--- src/rtl/link_pkg.sv ---
// link_pkg: shared constants, types and word-assembly helper for the 8-bit CPU link.
// Used by the memory-side target and by any master-side model.
//   Phase constants : link phase numbers within an 18-cycle frame
//   link_word_t     : 64-bit link word
//   link_assemble   : rebuild a word from 8 lane bytes (byte 0 at [7:0])
package link_pkg;

   localparam int unsigned LINK_PHASES = 18;
   localparam int unsigned PH_W        = 5;

   typedef logic [63:0]     link_word_t;
   typedef logic [PH_W-1:0] link_phase_t;

   localparam link_phase_t PH_ADDR_FIRST = 5'd1;
   localparam link_phase_t PH_ADDR_LAST  = 5'd8;
   localparam link_phase_t PH_RW         = 5'd9;
   localparam link_phase_t PH_RD_FIRST   = 5'd10;
   localparam link_phase_t PH_LAST       = 5'd17;

   // Lane byte 7 carries word bits [62:55], so only 7 bits of lane byte 6 are
   // significant and bit 63 is always zero.
   function automatic link_word_t link_assemble(input link_word_t lanes);
      return {1'b0, lanes[63:56], lanes[54:48], lanes[47:0]};
   endfunction

endpackage

--- src/rtl/link_phase_ctr.sv ---
// link_phase_ctr: free-running link phase counter (0..17, wraps) with frame_done.
//   clk        in   clock
//   rst        in   synchronous active-high reset
//   phase      out  current phase
//   frame_done out  high in phase 0 once a phase-17 edge has occurred since reset
module link_phase_ctr
   import link_pkg::*;
(
   input  logic        clk,
   input  logic        rst,
   output link_phase_t phase,
   output logic        frame_done
);

   link_phase_t ph_q, ph_d;
   logic        wrapped_q, wrapped_d;

   always_comb begin
      ph_d      = ph_q + 5'd1;
      wrapped_d = wrapped_q;
      if (ph_q == PH_LAST) begin
         ph_d      = '0;
         wrapped_d = 1'b1;
      end
   end

   always_ff @(posedge clk) begin
      if (rst) begin
         ph_q      <= '0;
         wrapped_q <= 1'b0;
      end else begin
         ph_q      <= ph_d;
         wrapped_q <= wrapped_d;
      end
   end

   assign phase      = ph_q;
   // Phase 0 after reset is not the end of a frame, hence the wrapped flag.
   assign frame_done = wrapped_q && (ph_q == '0);

endmodule

--- src/rtl/link_mem_target.sv ---
// link_mem_target: memory-side endpoint of the 8-bit CPU link.
//   clk, rst      clock, synchronous active-high reset
//   link_addr     address lane (phases 1-8), rw flag bit 0 (phase 9, 1 = write)
//   link_din      write-data lane (phases 1-8)
//   link_dout     read-data lane, MSB byte first (phases 10-17)
//   link_oe       high while link_dout is driven
//   phase         current link phase 0..17
//   frame_done    pulse in phase 0 following a completed frame
//   dbg_addr      debug word index
//   dbg_rdata     combinational mem[dbg_addr]
//   err_cnt       saturating count of out-of-range accesses
module link_mem_target
   import link_pkg::*;
#(
   parameter int unsigned AW   = 4,
   parameter int unsigned ERRW = 8
) (
   input  logic            clk,
   input  logic            rst,
   input  logic [7:0]      link_addr,
   input  logic [7:0]      link_din,
   output logic [7:0]      link_dout,
   output logic            link_oe,
   output logic [4:0]      phase,
   output logic            frame_done,
   input  logic [AW-1:0]   dbg_addr,
   output logic [63:0]     dbg_rdata,
   output logic [ERRW-1:0] err_cnt
);

   link_phase_t     ph;
   link_word_t      alanes_q, dlanes_q, rword_q;
   logic            we_q;
   logic [ERRW-1:0] err_q;
   link_word_t      mem [2**AW];

   link_word_t      a_word, w_word;
   logic [AW-1:0]   idx;
   logic            oor, cap_en, rw_edge, do_write;
   logic [2:0]      lane_k, byte_sel;
   logic            unused_abits;

   link_phase_ctr u_phase_ctr (
      .clk        (clk),
      .rst        (rst),
      .phase      (ph),
      .frame_done (frame_done)
   );

   assign a_word       = link_assemble(alanes_q);
   assign w_word       = link_assemble(dlanes_q);
   assign idx          = a_word[AW+2:3];
   assign oor          = |a_word[62:AW+3];
   assign unused_abits = ^{a_word[63], a_word[2:0], w_word[63]};

   assign cap_en   = (ph >= PH_ADDR_FIRST) && (ph <= PH_ADDR_LAST);
   assign lane_k   = 3'(ph - PH_ADDR_FIRST);
   assign rw_edge  = (ph == PH_RW);
   assign do_write = rw_edge && link_addr[0] && !oor;

   always_ff @(posedge clk) begin
      if (rst) begin
         alanes_q <= '0;
         dlanes_q <= '0;
         rword_q  <= '0;
         we_q     <= 1'b0;
         err_q    <= '0;
      end else begin
         if (cap_en) begin
            alanes_q[{lane_k, 3'b000} +: 8] <= link_addr;
            dlanes_q[{lane_k, 3'b000} +: 8] <= link_din;
         end
         if (rw_edge) begin
            we_q <= link_addr[0];
            if (oor) begin
               rword_q <= '0;
               if (err_q != '1) err_q <= err_q + ERRW'(1);
            end else if (link_addr[0]) begin
               rword_q <= w_word;
            end else begin
               rword_q <= mem[idx];
            end
         end
      end
   end

   // Memory contents survive reset; a reset at the phase-9 edge cancels the write.
   always_ff @(posedge clk) begin
      if (!rst && do_write) mem[idx] <= w_word;
   end

   always_comb begin
      link_oe   = 1'b0;
      link_dout = '0;
      byte_sel  = 3'(PH_LAST - ph);
      if ((ph >= PH_RD_FIRST) && (ph <= PH_LAST) && !we_q) begin
         link_oe   = 1'b1;
         link_dout = rword_q[{byte_sel, 3'b000} +: 8];
      end
   end

   assign phase     = ph;
   assign dbg_rdata = mem[dbg_addr];
   assign err_cnt   = err_q;

endmodule

--- config.mk ---
export PLATFORM = sky130hd
export DESIGN_NAME = link_mem_target
export DESIGN_NICKNAME = d
export VERILOG_FILES = /design/src/rtl/link_pkg.sv /design/src/rtl/link_phase_ctr.sv /design/src/rtl/link_mem_target.sv
export SDC_FILE = /design/constraint.sdc
export NUM_CORES = 1
export LEC_CHECK = 0
export ABC_AREA = 0
export CAP_MARGIN = 0
export CORE_ASPECT_RATIO = 1.75
export CORE_MARGIN = 2
export CORE_UTILIZATION = 50
export CTS_CLUSTER_SIZE = 20
export DETAILED_ROUTE_END_ITERATION = 8
export HOLD_SLACK_MARGIN = 0.03
export PLACE_DENSITY = 0.71
export SYNTH_ARGS = -nofsm -noshare
export SYNTH_HDL_FRONTEND = slang
export SYNTH_SLANG_ARGS = --single-unit
--- constraint.sdc ---
create_clock -name clk -period 8.84 [get_ports clk]
set_input_delay 0.884 -clock clk [delete_from_list [all_inputs] [get_ports clk]]
set_output_delay 0.884 -clock clk [all_outputs]
set_load 0.02 [all_outputs]
==> results of run 1 <==
## final cells by class
cell class                 count  area (sq um)
fill                        7845         46800
timing repair buffer         169          1600
inverter                       7          26.3
sequential                  1213         34400
antenna                        2          5.00
multi-input combinational   1461         19100
clock inverter                69           856
clock buffer                 130          2940
tap                         1368          1710
## sequential cells by signal, indices dropped and copies added (netlist names), named ones only
| name | cells |
|---|---|
| we_q | 1 |
| u_phase_ctr.phase | 5 |
| u_phase_ctr.wrapped_q | 1 |
| dlanes_q | 63 |
| alanes_q | 60 |
| rword_q | 63 |
| err_cnt | 8 |
| mem | 1008 |
## worst paths after layout
check,endpoint,slack [ps],cells past startpoint
worst max register to register,mem[1][0],4500,6
worst min register to register,alanes_q[41],460,2
worst max-delay path,dbg_rdata[59],4060,5
worst min-delay path,alanes_q[41],460,2
## layer usage
metal  track usage  share of wire  up-vias
met5             0        0.00039        -
met1         0.333           0.36    16300
met2         0.460           0.52     1412
met3        0.0395          0.073      347
met4         0.122          0.048        8
li1              -              -    12200
## power by group
part	internal, mW	switching (mW)	leakage, nW
sequential	6.14	0.0411	12.1
combinational	0.237	0.325	6.24
clock	2.91	2.16	1.85
## worst max-delay path, stage by stage
cell and delay, ps:
buf_8 320, buf_4 850, mux4_2 610, mux4_2 560, clkdlybuf4s50_1 580
## cells in the mapped netlist
| master | count | area (sq um) |
|---|---|---|
| a21o_1 | 1 | 7.51 |
| a21oi_1 | 104 | 521 |
| a221oi_1 | 1 | 8.76 |
| a22oi_1 | 63 | 473 |
| and2_1 | 28 | 175 |
| and4_1 | 2 | 17.5 |
| and4bb_2 | 1 | 12.5 |
| buf_1 | 21 | 78.8 |
| buf_2 | 56 | 280 |
| buf_4 | 4 | 30.0 |
| clkbuf_1 | 144 | 541 |
| conb_1 | 1 | 3.75 |
| dfxtp_1 | 205 | 4100 |
| edfxtp_1 | 1008 | 30300 |
| ha_1 | 11 | 138 |
| inv_1 | 7 | 26.3 |
| mux2_2 | 70 | 788 |
| mux2i_1 | 157 | 1570 |
| mux4_2 | 582 | 13100 |
| nand2_1 | 62 | 233 |
| nand2b_1 | 7 | 43.8 |
| nand3_1 | 24 | 120 |
| nand3_2 | 1 | 10.0 |
| nand3b_1 | 1 | 7.51 |
| nand3b_2 | 1 | 11.3 |
| nand4_1 | 8 | 50.1 |
| nand4b_1 | 1 | 8.76 |
| nand4bb_1 | 2 | 22.5 |
| nor2_1 | 177 | 664 |
| nor2b_1 | 9 | 56.3 |
| nor3_1 | 14 | 70.1 |
| nor3b_1 | 2 | 15.0 |
| nor4_1 | 19 | 119 |
| nor4_2 | 4 | 50.1 |
| nor4_4 | 1 | 21.3 |
| nor4b_1 | 5 | 43.8 |
| o21a_1 | 1 | 7.51 |
| o21ai_0 | 67 | 335 |
| o21ai_1 | 2 | 10.0 |
| o22ai_1 | 1 | 6.26 |
| or2_2 | 22 | 138 |
| or3_1 | 3 | 18.8 |
| or4_1 | 2 | 15.0 |
| xnor2_1 | 1 | 8.76 |
| xor2_1 | 3 | 26.3 |
## per-stage QoR
stage	hold WS (ps)	worst slack (ps)	setup TNS, ps	total power, mW
after floorplan	432	-233	-58000	6.67
after global placement	442	4010	0	6.86
after detailed placement	449	4000	0	6.87
after CTS	458	3990	0	11.9
after global routing	475	3850	0	12.1
final	458	4060	0	11.8
## kinds of logic (layout without fill, tap and decap cells)
group	count (synthesis)	in the layout
buffers and inverters	232	375
flip-flops	1213	1213
AO/OA/AOI/OAI	240	240
other	1	3
AND/OR/NAND/NOR	396	396
multiplexers	809	809
adder cells (fa/ha/maj)	11	11
XOR/XNOR	4	4
==> flow_metrics.py, run 1 <==
metrics = {
    "floorplan": {
        "die_x_um": 253,
        "start_util": 0.505,
        "dieArea_sq_um": 111000,
        "dieHeight_um": 440,
        "pin_count": 109,
        "core_sq_um": 107000,
        "row_count": 159,
    },
    "yosys": {
        "synth-simple-area-share": 0.0354,
        "synth_xor_area_frac": 0.000646,
        "synth_top_family_by_area": "multiplexers",
        "synth_area_sq_um": 54300,
        "syn_nets": 2939,
        "synth_cells": 2906,
        "synth_cell_types": 45,
        "synth-compound-area-share": 0.0252,
        "syn_avg_cell_area_sq_um": 18.7,
        "synthAdderAreaFrac": 0.00254,
        "yosysWarnings": 0,
        "synthMuxAreaShare": 0.285,
        "synth_seq_cells": 1213,
        "seq_area_frac_synth": 0.633,
    },
    "timing": {
        "relSlewSlack": 0.141,
        "setup_viol": 0,
        "slew_viol_final": 0,
        "hold_viol": 0,
        "fin_crit_sh": 0.541,
        "fin_crit_ps": 4780,
        "fin_worst_skew_ps": 27.7,
        "rsz0062_at_grt": "no",
        "worst_pin_slew_ps": 1280,
        "max_freq_mhz": 209,
    },
    "clock_network": {
        "cts_buffers": 106,
        "cts_tree": "built",
        "ctsRootBufferMaster": "clkbuf_16",
        "cts_buffer_depth": 3,
        "cts_max_level": 3,
        "ctsResizeCount": 0,
        "post_cts_buffers": 0,
        "cts_sinks": 1213,
        "clkTransAtPathRegs_ps": 60,
        "holdBufCountCts": 0,
        "worstSkewPairLatency_ps": 730,
    },
    "global_route": {
        "grt_pass1_vias": 31300,
        "antenna_found_initial": 5,
        "grt_pass1_wl_mm": 212,
        "overflow": 0,
        "grt_max_degree": 145,
        "grt_use_total": 0.266,
    },
    "setup_path": {
        "worstPathArrival_ps": 3900,
        "timing.rr.start": "alanes_q[58]",
        "worstPathMaxFanout": 51,
        "crit_required_ps": 7960,
        "crit_type": "input port to primary output",
        "startpoint": "dbg_addr[0]",
        "crit_path_end_kind": "primary output",
        "cp-start-kind": "input port",
    },
    "layout": {
        "drive_gt1_frac": 0.310,
        "fin_cells": 4419,
        "final_common_cell": "edfxtp_1",
        "design_area_sq_um": 60600,
        "post-route-util": 0.564,
        "nets": 2991,
        "areaGrowthSynthToFinish_pct": 11.7,
        "layout_common_cells": "edfxtp_1, mux4_2, dfxtp_1",
    },
    "detailed_routing": {
        "first_pass_iters": 6,
        "drt_iter0_drc": 3197,
        "via_per_inst": 6.84,
        "vias": 30200,
        "detail-route-antenna-nets": 0,
        "wirelength_mm": 146,
        "post_drt_wl_per_cell_um": 33.0,
        "drc": 0,
    },
    "placed_design": {
        "io_buffers": 107,
        "dp_hpwl_mm": 83.7,
        "placed_cell_area_sq_um": 56800,
        "place_congestion": 0.881,
        "post-place-cells": 4218,
    },
    "power": {
        "ir_drop_mv": 0.173,
        "p_per_area_nw_per_um2": 195,
        "leakagePower_nw": 20.2,
    },
    "status": {
        "status": "complete, no violations",
    },
    "min_path": {
        "hold_class": "flop to flop",
        "hp-start": "alanes_q[41]",
    },
    "flow_run": {
        "maxCapViolCount": 0,
    },
}
Note: power is estimated with default switching activity, not from simulation.
==> run 2: changes to the inputs <==
--- a/config.mk
+++ b/config.mk
@@ -13,7 +13,7 @@
 export CTS_CLUSTER_SIZE = 20
 export DETAILED_ROUTE_END_ITERATION = 8
 export HOLD_SLACK_MARGIN = 0.03
-export PLACE_DENSITY = 0.71
+export PLACE_DENSITY = 0.68
 export SYNTH_ARGS = -nofsm -noshare
 export SYNTH_HDL_FRONTEND = slang
 export SYNTH_SLANG_ARGS = --single-unit
==> constraint.sdc (replaced) <==
create_clock -name clk -period 4.81 [get_ports clk]
set_input_delay 0.481 -clock clk [delete_from_list [all_inputs] [get_ports clk]]
set_output_delay 0.481 -clock clk [all_outputs]
set_load 0.02 [all_outputs]
==> flow_metrics.py, run 2 (synthesis results as in run 1) <==
metrics = {
    "status": {
        "status": "complete, no violations",
    },
    "setup_path": {
        "crit_type": "flop to primary output",
        "worstPathArrival_ps": 3620,
        "worstPathMaxFanout": 10,
        "crit_required_ps": 4330,
        "crit_path_end_kind": "primary output",
        "cp-start-kind": "flop",
    },
    "flow_run": {
        "maxCapViolCount": 0,
    },
    "detailed_routing": {
        "via_per_inst": 6.80,
        "drt_iter0_drc": 2817,
        "wirelength_mm": 149,
        "vias": 30200,
        "first_pass_iters": 6,
        "drc": 0,
        "post_drt_wl_per_cell_um": 33.5,
        "detail-route-antenna-nets": 0,
    },
    "timing": {
        "worst_pin_slew_ps": 1130,
        "fin_worst_skew_ps": 33.5,
        "setup_viol": 0,
        "relSlewSlack": 0.246,
        "max_freq_mhz": 244,
        "slew_viol_final": 0,
        "hold_viol": 0,
        "rsz0062_at_grt": "no",
        "fin_crit_sh": 0.854,
        "fin_crit_ps": 4110,
    },
    "layout": {
        "layout_common_cells": "edfxtp_1, mux4_2, dfxtp_1",
        "drive_gt1_frac": 0.313,
        "regMostFlops": "mem",
        "final_common_cell": "edfxtp_1",
        "largest_registers": "mem x1008, dlanes_q x63, rword_q x63",
        "areaGrowthSynthToFinish_pct": 12.3,
        "nets": 3018,
        "fin_cells": 4442,
        "largest_reg_flops": 1008,
    },
    "global_route": {
        "overflow": 0,
        "grt_max_degree": 79,
        "antenna_found_initial": 8,
        "grt_pass1_vias": 32000,
        "grt_use_total": 0.274,
        "grt_pass1_wl_mm": 218,
    },
    "floorplan": {
        "dieArea_sq_um": 111000,
        "start_util": 0.505,
        "dieHeight_um": 440,
        "die_x_um": 253,
        "pin_count": 109,
        "core_sq_um": 107000,
        "row_count": 159,
    },
    "clock_network": {
        "cts_tree": "built",
        "ctsRootBufferMaster": "clkbuf_16",
        "holdBufCountCts": 0,
        "worstSkewPairLatency_ps": 730,
        "cts_buffers": 105,
        "cts_max_level": 3,
        "ctsResizeCount": 0,
        "cts_buffer_depth": 3,
        "clkTransAtPathRegs_ps": 70,
        "cts_sinks": 1213,
        "post_cts_buffers": 0,
    },
    "power": {
        "ir_drop_mv": 0.279,
        "leakagePower_nw": 20.4,
        "p_per_area_nw_per_um2": 348,
        "power.total_mw": 21.2,
    },
    "placed_design": {
        "io_buffers": 107,
        "place_congestion": 0.883,
        "dp_hpwl_mm": 87.9,
        "post-place-cells": 4246,
    },
    "min_path": {
        "hold_class": "input port to flop",
    },
}
run 2: changes by cell type in the layout (fill, tap and decap cells not counted), sizes merged:
cell / previous run / this run
buf: 67 / 95
bufinv: 18 / 11
clkbuf: 130 / 132
clkinv: 32 / 36
diode: 2 / 3
inv: 18 / 13
run 2: worst paths after layout:
path,from,to,slack [ps],depth (start not counted)
min,rst,dlanes_q[34],300,2
min reg2reg,alanes_q[40],alanes_q[40],450,2
max,u_phase_ctr.phase[2],link_dout[7],700,6
max reg2reg,u_phase_ctr.phase[0],dlanes_q[5],1120,8
run 2: layout make-up:
cell class	instances	area (sq um)
Multi-Input combinational cell	1461	19200
Sequential cell	1213	34400
Clock buffer	132	2940
Timing Repair Buffer	197	2080
Clock inverter	61	628
Tap cell	1368	1710
Fill cell	7958	46500
Antenna cell	3	7.51
Inverter	7	26.3
run 2: stage by stage:
stage               setup TNS, ps  utilization  setup WS (ps)  cell area (sq um)  hold slack (ps)
floorplan                 -434440            -          -1160              54400              432
global placement                0        0.534           1210              57400              442
detailed placement              0        0.534           1170              57400              446
CTS                             0        0.567            660              60900              237
global route                    0        0.567            535              60900              303
finish                          0        0.567            704              60900              300
run 2: where the power goes:
group | leakage [nW] | switching [mW] | internal, mW
sequential | 12.1 | 0.0783 | 11.3
clock | 1.74 | 3.89 | 4.92
combinational | 6.56 | 0.591 | 0.447
run 2: worst max-delay path, cell delays in order (launching register included):
cell and delay [ps]:
dfxtp_1 590, inv_1 180, ha_1 630, mux4_2 310
nor2_1 40, nor3_1 430, clkdlybuf4s50_1 710
run 2: routing by layer:
layer | vias up | routed length (um) | GRT usage
li1 | 12200 | - | -
met1 | 16300 | 54400 | 0.346
met2 | 1347 | 78800 | 0.483
met3 | 295 | 9980 | 0.0405
met4 | 6 | 5660 | 0.0993
met5 | - | 40 | 0
==> RTL edit: new RTL, settings of run 2 <==
Register the output `dbg_rdata`; this adds one clock of latency there. The other outputs are not delayed to match. Comments in the files are not updated.
--- a/src/rtl/link_mem_target.sv
+++ b/src/rtl/link_mem_target.sv
@@ -100,7 +100,9 @@
    end
 
    assign phase     = ph;
-   assign dbg_rdata = mem[dbg_addr];
+   always_ff @(posedge clk) begin
+      dbg_rdata <= mem[dbg_addr];
+   end
    assign err_cnt   = err_q;
 
 endmodule
Function: not settled (the Yosys comparison gave no result); the edit may change what the design does.
==> RTL edit against run 2 <==
Worst setup slack lost 0.22 ns. Count of clock-buffer cells in the layout grew 13. Cell area grew 2.5%. Area after synthesis grew 2.4%. Wire length grew 4.0%. Sequential cell count grew 63. Power grew 6.2%. Die area grew 2.3%. Via count grew 1.7%. Critical path type unchanged. Largest cell class unchanged. Largest power group unchanged. Highest routed layer unchanged.
==> RTL edit: results (changes against run 2) <==
Clock network
  • Clock Root Buffer: clkbuf_16
  • Clk Latency, worst-skew pair: 0.75 ns (+0.02 ns)
  • # resized after CTS: 0 (unchanged)
  • CTS HTree Levels: 3 (unchanged)
  • CTS max path bufs: 3 (unchanged)
  • Total CTS buffers: 112 (+6.7%)
  • Reg clk slew, reported paths: 0.07 ns (about the same)
  • Hold_buf cts: 0 (unchanged)
  • Post-CTS Setup Bufs: 0 (unchanged)

Timing
  • Clock skew: 0.04054 ns (+0.007016 ns)
  • Slew headroom: 0.1991 (-0.04680)

Global routing
  • Pin count of the biggest net entering global routing: 96 (+22%)
  • First-pass GRT wire length: 226,000 µm (+3.5%)
  • GRT Overall Usage: 0.2760 (+0.001690)
  • Antenna violations before repair: 4 (-4)
  • Vias in the first global route: 32,960 (+3.0%)

Synth
  • Post-synth EDFFs: 1,008 (unchanged)
  • Most frequent cells after synthesis: 1,008 x edfxtp_1, 582 x mux4_2, 268 x dfxtp_1, 157 x clkbuf_1, 114 x a21oi_1
  • Post-Syn Nets: 3,045 (+3.6%)
  • Yosys warnings: 0 (unchanged)
  • Seq/Total Area, Yosys: 0.6415 (+0.008109)
  • Post-synth ARST share: 0 (unchanged)
  • Largest cells by area after synthesis: edfxtp_1 54%, mux4_2 24%, dfxtp_1 9.7%
  • Post-synth cell types: 53 (+18%)

Power
  • Worst vdd ir: 0.3099 mV (+11%)
  • Pint: 17,530 µW (+5.2%)
  • Leakage power: 0.01948 µW (-4.4%)

Placement
  • Number of port buffers: 107 (unchanged)
  • Dpl cell area: 58,600 µm² (+2.1%)
  • RD Place Congestion: 0.8536 (-3.3%)
  • Hpwl dp: 95,430 µm (+8.6%)

Route
  • DRT iter0 DRCs: 3,016 (+7.1%)
  • Via count: 30,730 (+1.7%)
  • Routed wire length: 154,800 µm (+4.0%)
  • Drt first pass iters: 5 (-1)

Worst setup path
  • Slowest stage cell, crit path: a221oi_1
  • Arrival @ worst endpoint: 3.84 ns (+0.22 ns)
  • CP max stage delay: 0.67 ns (-0.04 ns)
  • Crit Path Max Fanout: 10 (unchanged)
  • Critical path's top delay family: buffers and inverters

Final layout
  • # nets final: 3,108 (+3.0%)
  • Max reg flops: 1,008 (unchanged)
  • Share of layout cells above drive strength 1: 0.3043 (-0.009001)
  • # fillers: 8,219 (+3.3%)
  • Reg with most FFs: mem

Run status
  • Run status: complete, no violations

Min path
  • Hold WC Path Type: in -> reg
==> RTL edit: changes by cell type after synthesis, sizes merged, moves of 9 or more <==
| cell | before | now |
|---|---|---|
| mux2i | 157 | 89 |
| nand3 | 25 | 76 |
| nand2 | 62 | 91 |
| nand3b | 2 | 34 |
| a21oi | 104 | 114 |
| dfxtp | 205 | 268 |
| nor2 | 177 | 106 |
| buf | 81 | 90 |
| clkbuf | 144 | 158 |
| and2 | 28 | 2 |
| or2 | 22 | 2 |
| nand2b | 7 | 35 |
| o21ai | 69 | 124 |
==> RTL edit: logic make-up (layout without fill, tap and decap cells) <==
| kind of cell | count (synthesis) | after routing | synth area share |
|---|---|---|---|
| buffers and inverters | 255 | 418 | 0.01901 |
| AOI/OAI and AO/OA | 311 | 311 | 0.03140 |
| DFF | 1276 | 1276 | 0.6415 |
| and+or+nand+nor | 416 | 416 | 0.03926 |
| adders and majority gates | 11 | 11 | 0.002478 |
| muxes | 738 | 738 | 0.2656 |
| other | 1 | 4 | 0.00006751 |
| xor gates and xnor gates | 4 | 4 | 0.0006308 |
==> RTL edit: stage by stage <==
step,instances,TNS (ns),hold WS (ns),setup WS (ns),utilization
after global placement,4428,0,0.4415,1.238,0.5318
after floorplan,3012,-406.56,0.4321,-1.089,-
after CTS,4642,0,0.2719,0.5266,0.5668
final,4645,0,0.3210,0.4888,0.5669
after global routing,4644,0,0.3418,0.3708,0.5669
after detailed placement,4428,0,0.4508,1.101,0.5318
==> RTL edit: per-layer routing <==
layer | vias to the layer above | GRT usage | routed length [µm]
met3 | 385 | 0.04197 | 9776
met1 | 16370 | 0.3213 | 53110
met4 | 4 | 0.1631 | 9886
met5 | - | 0 | 25
li1 | 12620 | - | -
met2 | 1356 | 0.4852 | 82040
==> RTL edit: final cells by class <==
class | instances | area, µm² | share of cell area
Clock inverter | 69 | 711.9 | 0.01140
Multi-Input combinational cell | 1481 | 19090 | 0.3057
Antenna cell | 3 | 7.507 | 0.0001202
Timing Repair Buffer | 197 | 1999 | 0.03201
Sequential cell | 1276 | 35650 | 0.5707
Clock buffer | 145 | 3144 | 0.05033
Inverter | 7 | 26.28 | 0.0004206
Tap cell | 1467 | 1836 | 0.02938
==> RTL edit: power groups by stage <==
stage | clock [µW] | sequential (µW) | combinational (µW)
after CTS | 9540 | 11900 | 1170
final | 9410 | 11900 | 1170
after global placement | 0 | 12200 | 1150
after detailed placement | 0 | 12200 | 1170
after global routing | 9930 | 12000 | 1210
after floorplan | 0 | 12200 | 660
==> RTL edit: path summary, 6_finish.rpt <==
kind,startpoint,end,slack (ns),cells past startpoint
setup / recovery,u_phase_ctr.phase[2],link_dout[7],0.49,6
hold / removal,rst,dlanes_q[37],0.32,2
setup reg to reg,alanes_q[26],mem[11][34],1.03,7
hold reg to reg,alanes_q[7],alanes_q[7],0.46,2
